`config.mk`:
```
export PLATFORM = sky130hd
export DESIGN_NAME = wb_load_scheduler
export DESIGN_NICKNAME = d
export VERILOG_FILES = /design/src/rtl/wb_load_scheduler.sv
export SDC_FILE = /design/constraint.sdc
export NUM_CORES = 1
export LEC_CHECK = 0
export ABC_AREA = 1
export CAP_MARGIN = 20
export CORE_MARGIN = 2
export CORE_UTILIZATION = 44
export CTS_CLUSTER_DIAMETER = 50
export CTS_CLUSTER_SIZE = 28
export DETAILED_ROUTE_END_ITERATION = 12
export PLACE_DENSITY = 0.81
export SETUP_SLACK_MARGIN = 0.3
export SLEW_MARGIN = 40
export SYNTH_ARGS = -nofsm -noshare
export SYNTH_HDL_FRONTEND = slang
export SYNTH_SLANG_ARGS = --single-unit
```
`constraint.sdc`:
```
create_clock -name clk -period 2.52 [get_ports clk]
set_clock_uncertainty 0.15 [all_clocks]
set_input_delay 0.756 -clock clk [delete_from_list [all_inputs] [get_ports clk]]
set_output_delay 0.756 -clock clk [all_outputs]
set_load 0.02 [all_outputs]
```
`src/rtl/wb_load_scheduler.sv`:
```
// wb_load_scheduler: owns the single register-file write port of the nand_cpu core.
// Arbitrates between same-cycle ALU writebacks and in-order load responses. Keeps an
// in-order FIFO of outstanding load destinations and a per-register busy scoreboard
// that drives the issue-stall hazard.
module wb_load_scheduler #(
    parameter int unsigned DATA_W          = 16,
    parameter int unsigned REG_ADDR_W      = 3,
    parameter int unsigned MAX_OUTSTANDING = 4
) (
    input  logic                                   clk,
    input  logic                                   rst,
    // ALU writeback
    input  logic                                   alu_wb_valid,
    input  logic                                   alu_wb_use_rw,
    input  logic [REG_ADDR_W-1:0]                  alu_wb_rd,
    input  logic [DATA_W-1:0]                      alu_wb_data,
    input  logic                                   alu_wb_write_ps,
    input  logic                                   alu_wb_ps,
    output logic                                   alu_wb_ready,
    // Load issue and response
    input  logic                                   ld_issue,
    input  logic [REG_ADDR_W-1:0]                  ld_issue_rd,
    output logic                                   ld_issue_ready,
    input  logic                                   ld_rsp_valid,
    input  logic [DATA_W-1:0]                      ld_rsp_data,
    // Decode-stage source operands
    input  logic [REG_ADDR_W-1:0]                  src_a_addr,
    input  logic [REG_ADDR_W-1:0]                  src_b_addr,
    input  logic                                   src_b_used,
    output logic                                   hazard,
    // Register-file and predicate write port
    output logic                                   rf_we,
    output logic [REG_ADDR_W-1:0]                  rf_waddr,
    output logic [DATA_W-1:0]                      rf_wdata,
    output logic                                   ps_we,
    output logic                                   ps_wdata,
    // Status
    output logic [$clog2(MAX_OUTSTANDING+1)-1:0]   outstanding,
    output logic                                   err_underflow
);

    localparam int unsigned NumRegs = 1 << REG_ADDR_W;
    localparam int unsigned PtrW    = (MAX_OUTSTANDING > 1) ? $clog2(MAX_OUTSTANDING) : 1;
    localparam int unsigned CntW    = $clog2(MAX_OUTSTANDING + 1);

    localparam logic [PtrW-1:0] PtrLast = PtrW'(MAX_OUTSTANDING - 1);
    localparam logic [CntW-1:0] CntMax  = CntW'(MAX_OUTSTANDING);

    // Registered state
    logic [NumRegs-1:0]    r_busy;
    logic [REG_ADDR_W-1:0] r_fifo [MAX_OUTSTANDING];
    logic [PtrW-1:0]       r_head;
    logic [PtrW-1:0]       r_tail;
    logic [CntW-1:0]       r_count;
    logic                  r_err;

    // Combinational control
    logic                  w_load_win;
    logic                  w_alu_waw;
    logic                  w_alu_ready;
    logic                  w_issue_ready;
    logic                  w_push;
    logic                  w_pop;
    logic                  w_underflow;
    logic [REG_ADDR_W-1:0] w_head_rd;
    logic [PtrW-1:0]       w_head_nxt;
    logic [PtrW-1:0]       w_tail_nxt;

    assign w_head_rd  = r_fifo[r_head];
    assign w_load_win = ld_rsp_valid & (r_count != '0);
    assign w_underflow = ld_rsp_valid & (r_count == '0);

    // A busy destination means an older load still owes that register a write; an ALU
    // write now would be overwritten out of order, so it is held back.
    assign w_alu_waw   = alu_wb_valid & alu_wb_use_rw & r_busy[alu_wb_rd];
    assign w_alu_ready = ~w_load_win & ~w_alu_waw;

    // Busy destinations are refused so no register ever has two loads in flight.
    assign w_issue_ready = (r_count < CntMax) & ~r_busy[ld_issue_rd];

    assign w_push = ld_issue & w_issue_ready;
    assign w_pop  = w_load_win;

    assign w_head_nxt = (r_head == PtrLast) ? '0 : r_head + PtrW'(1);
    assign w_tail_nxt = (r_tail == PtrLast) ? '0 : r_tail + PtrW'(1);

    // Write-port mux: load responses first, then ALU writeback, else all-zero
    always_comb begin
        rf_we    = 1'b0;
        rf_waddr = '0;
        rf_wdata = '0;
        ps_we    = 1'b0;
        ps_wdata = 1'b0;
        if (w_load_win) begin
            rf_we    = 1'b1;
            rf_waddr = w_head_rd;
            rf_wdata = ld_rsp_data;
        end else if (w_alu_ready) begin
            if (alu_wb_valid & alu_wb_use_rw) begin
                rf_we    = 1'b1;
                rf_waddr = alu_wb_rd;
                rf_wdata = alu_wb_data;
            end
            if (alu_wb_valid & alu_wb_write_ps) begin
                ps_we    = 1'b1;
                ps_wdata = alu_wb_ps;
            end
        end
    end

    // Issue stall from registered busy only; a register freed this cycle still stalls
    always_comb begin
        hazard = r_busy[src_a_addr]
               | (src_b_used & r_busy[src_b_addr])
               | w_alu_waw
               | (alu_wb_valid & ~w_alu_ready);
    end

    assign alu_wb_ready   = w_alu_ready;
    assign ld_issue_ready = w_issue_ready;
    assign outstanding    = r_count;
    assign err_underflow  = r_err;

    // Destination FIFO storage and pointers
    always_ff @(posedge clk or posedge rst) begin
        if (rst) begin
            for (int i = 0; i < MAX_OUTSTANDING; i++) begin
                r_fifo[i] <= '0;
            end
            r_head <= '0;
            r_tail <= '0;
        end else begin
            if (w_push) begin
                r_fifo[r_tail] <= ld_issue_rd;
                r_tail         <= w_tail_nxt;
            end
            if (w_pop) begin
                r_head <= w_head_nxt;
            end
        end
    end

    // Outstanding count; push and pop together leave it unchanged
    always_ff @(posedge clk or posedge rst) begin
        if (rst) begin
            r_count <= '0;
        end else begin
            unique case ({w_push, w_pop})
                2'b10:   r_count <= r_count + CntW'(1);
                2'b01:   r_count <= r_count - CntW'(1);
                default: r_count <= r_count;
            endcase
        end
    end

    // Busy scoreboard; the pushed register is never the popped one (issue is refused
    // while the head is busy), so clear and set never collide
    always_ff @(posedge clk or posedge rst) begin
        if (rst) begin
            r_busy <= '0;
        end else begin
            if (w_pop) begin
                r_busy[w_head_rd] <= 1'b0;
            end
            if (w_push) begin
                r_busy[ld_issue_rd] <= 1'b1;
            end
        end
    end

    // Sticky underflow flag: a response arrived with nothing outstanding
    always_ff @(posedge clk or posedge rst) begin
        if (rst) begin
            r_err <= 1'b0;
        end else if (w_underflow) begin
            r_err <= 1'b1;
        end
    end

endmodule

```
==> out/qor.yml <==
ios: 82
clk_path_buf_depth: 2
hold_viol: 0
place.gp.congestion: 0.832
slew_violations: 0
dpl.cell_count: 481
via_per_inst: 5.78
pwr-share-seq: 0.220
grt_antenna_before_repair: 0
vias: 2942
intPower_mw: 1.96
grt_pass1_wl_mm: 13.7
r2r-start: "r_busy[5]$_DFF_PP0_"
yosysWarnings: 0
worst_pin_slew_ns: 0.383
cts_root_buffer: "clkbuf_8"
cellLeakagePower_nw: 1.91
wirelength_mm: 9.07
cts_sinks: 28
clk_latency_ns: 0.28
firstDrtPassIters: 5
num_rows: 25
drive_gt1_frac: 0.387
gr-total-overflow: 0
cts.clk_slew.worst_paths_ns: 0.10
io_buffers: 81
ir_drop_mv: 0.659
hold_start: "err_underflow$_DFFE_PP0P_"
crit_end: "rf_we"
maxCapViolations: 0
fmax_mhz: 368
seq_area_frac_synth: 0.336
crit_arrival_ns: 1.81
cts_made_buffers: 3
hpwl_mm: 5.19
drcViolationCount: 0
worstSetupStartpoint: "alu_wb_rd[0]"
coreArea_sq_um: 4630
antenna_left: 0
p_per_area_nw_per_um2: 942
worstRegToRegCells: 14
h-tree-depth: 1
grt_pass1_vias: 2801
setup_tns_ns: -3.13
fin_crit_ns: 2.71
violations: "setup timing"
p_clk_frac: 0.099
cts_tree: "built"
worstPathRequired_ns: 1.61
grt_max_degree: 29
start_kind: "primary input"
synth_fp_nets: 371
timing.final.ws_setup_ns: -0.194
die_h_um: 72.8
place_ws_ns: -1.18
grt_use_total: 0.336
reg2reg_to: "outstanding[2]$_DFFE_PP0P_"
n_antenna_cell: 0
path_class: "in -> out"
slew_headroom: 0.742
crit_path_end_kind: "primary output"
min_path_type: "reg -> reg"
rsz0062_at_grt: "true"
fin_cells: 509
initial_utilization: 0.450
die-area_sq_um: 5300
holdBufCountCts: 0
ys_ff_latch: 28
area_growth_pct: 86.4
cp_max_fo: 6
synthesis.area_sq_um: 2080
initialDrtViolationCount: 156
fin_nets: 516
setup_viol_count_final: 24
final_util: 0.839
die_w_um: 72.8
avgSynthCellArea_sq_um: 6.70
min_period_over_period: 1.08
p_sw_frac: 0.464
synth.distinct_cells: 26
status: "complete, but fails checks"
synthCells: 311
switching_power_mw: 1.70
p_comb_frac: 0.681
wl_per_cell_um: 17.8
rrSetupSlack_ns: 0.22
==> cells in the final DEF (no fill, tap or decap), types with 2 or more instances in the layout <==
cell type / n
inv_2: 4
inv_4: 4
nand3_4: 3
clkbuf_8: 3
nand2_1: 86
nor2_2: 3
nor2_4: 6
nand3_1: 27
dfrtp_1: 28
o211ai_1: 8
nand4_1: 22
o21ai_0: 15
a21oi_1: 3
inv_6: 2
dlygate4sd2_1: 9
buf_6: 34
nand2_4: 2
ha_1: 5
clkdlybuf4s50_1: 40
nor2_1: 4
buf_4: 58
o21ai_1: 8
nand3_2: 4
nand2_8: 2
nand2_2: 30
o21ai_2: 3
inv_1: 20
buf_12: 3
clkdlybuf4s15_2: 2
clkinv_4: 2
buf_8: 4
==> how the worst min path moves through the flow <==
stage	endpoint	cells after the start	slack (ns)
3_3_place_gp	r_fifo[2]$_DFFE_PP0P_	2	0.31
3_5_place_dp	r_fifo[3]$_DFFE_PP0P_	2	0.31
4_1_cts	r_fifo[3]$_DFFE_PP0P_	2	0.34
2_1_floorplan	r_fifo[6]$_DFFE_PP0P_	2	0.29
6_report	err_underflow$_DFFE_PP0P_	1	0.34
5_1_grt	err_underflow$_DFFE_PP0P_	1	0.36
==> logic make-up (layout without fill, tap and decap cells) <==
kind of cell / Yosys count / in the layout / synth area share
AND/OR/NAND/NOR: 190 / 190 / 0.400
AO/OA/AOI/OAI: 40 / 40 / 0.108
XOR/XNOR: 2 / 2 / 0.00841
buffers and inverters: 44 / 188 / 0.102
flip-flops: 28 / 28 / 0.336
adder cells (fa/ha/maj): 7 / 7 / 0.0456
==> synth_stat cells (all sizes together) <==
| master | n | area share |
|---|---|---|
| a211oi | 1 | 0.0036 |
| a21oi | 4 | 0.0096 |
| buf | 10 | 0.040 |
| clkbuf | 4 | 0.0072 |
| clkinv | 2 | 0.0036 |
| dfrtp | 28 | 0.34 |
| fa | 1 | 0.0096 |
| ha | 6 | 0.036 |
| inv | 28 | 0.050 |
| nand2 | 120 | 0.22 |
| nand3 | 34 | 0.084 |
| nand4 | 22 | 0.066 |
| nor2 | 13 | 0.025 |
| o211ai | 8 | 0.029 |
| o21ai | 26 | 0.062 |
| o21bai | 1 | 0.0036 |
| or2 | 1 | 0.0030 |
| xnor2 | 1 | 0.0042 |
| xor2 | 1 | 0.0042 |
==> metrics by stage <==
step | instance area, sq um | total power [mW] | hold WS [ns]
final | 3880 | 3.66 | 0.335
after detailed placement | 3360 | 2.88 | 0.315
after global placement | 3360 | 2.81 | 0.308
after floorplan | 2220 | 1.94 | 0.292
after CTS | 3820 | 3.43 | 0.339
after global routing | 3880 | 3.86 | 0.364
==> registers in the layout, summed over array words and instances, names as in the netlist <==
signal,cells
r_fifo,12
outstanding,3
r_busy,8
r_head,2
r_tail,2
err_underflow,1
==> critical path: stages <==
cell,delay [ns]
buf_8,0.10
o211ai_1,0.16
nand2_1,0.09
nand2_2,0.12
nand2_8,0.12
buf_4,0.16
o21ai_2,0.15
buf_6,0.15
==> power by group through the flow <==
stage | clock [mW] | sequential [mW] | combinational [mW]
floorplan | 0 | 0.812 | 1.12
global placement | 0 | 0.781 | 2.03
detailed placement | 0 | 0.790 | 2.09
CTS | 0.361 | 0.782 | 2.28
global route | 0.386 | 0.822 | 2.65
finish | 0.362 | 0.805 | 2.49
==> what timing repair did <==
item | 4_1_cts | 5_1_grt
setup buffers | 17 | 2
gates cloned | 5 | 0
resized for setup | 249 | 15
endpoints found under the setup margin | 53 | 28
pin swaps | 28 | 12
==> layout make-up <==
class | count | area [sq um]
inverters | 30 | 138
repair buffers | 151 | 1470
flip-flops and latches | 28 | 701
fillers | 267 | 747
clock inverters | 1 | 30.0
well taps | 54 | 67.6
repair inverters | 3 | 23.8
clock buffers | 3 | 41.3
multi-input cells | 239 | 1410
==> per-layer routing <==
layer,part of all wire,GRT usage
met1,0.37,0.393
met2,0.50,0.611
met3,0.079,0.0387
met4,0.053,0.154
met5,0,0
(Power assumes the default switching activity.)
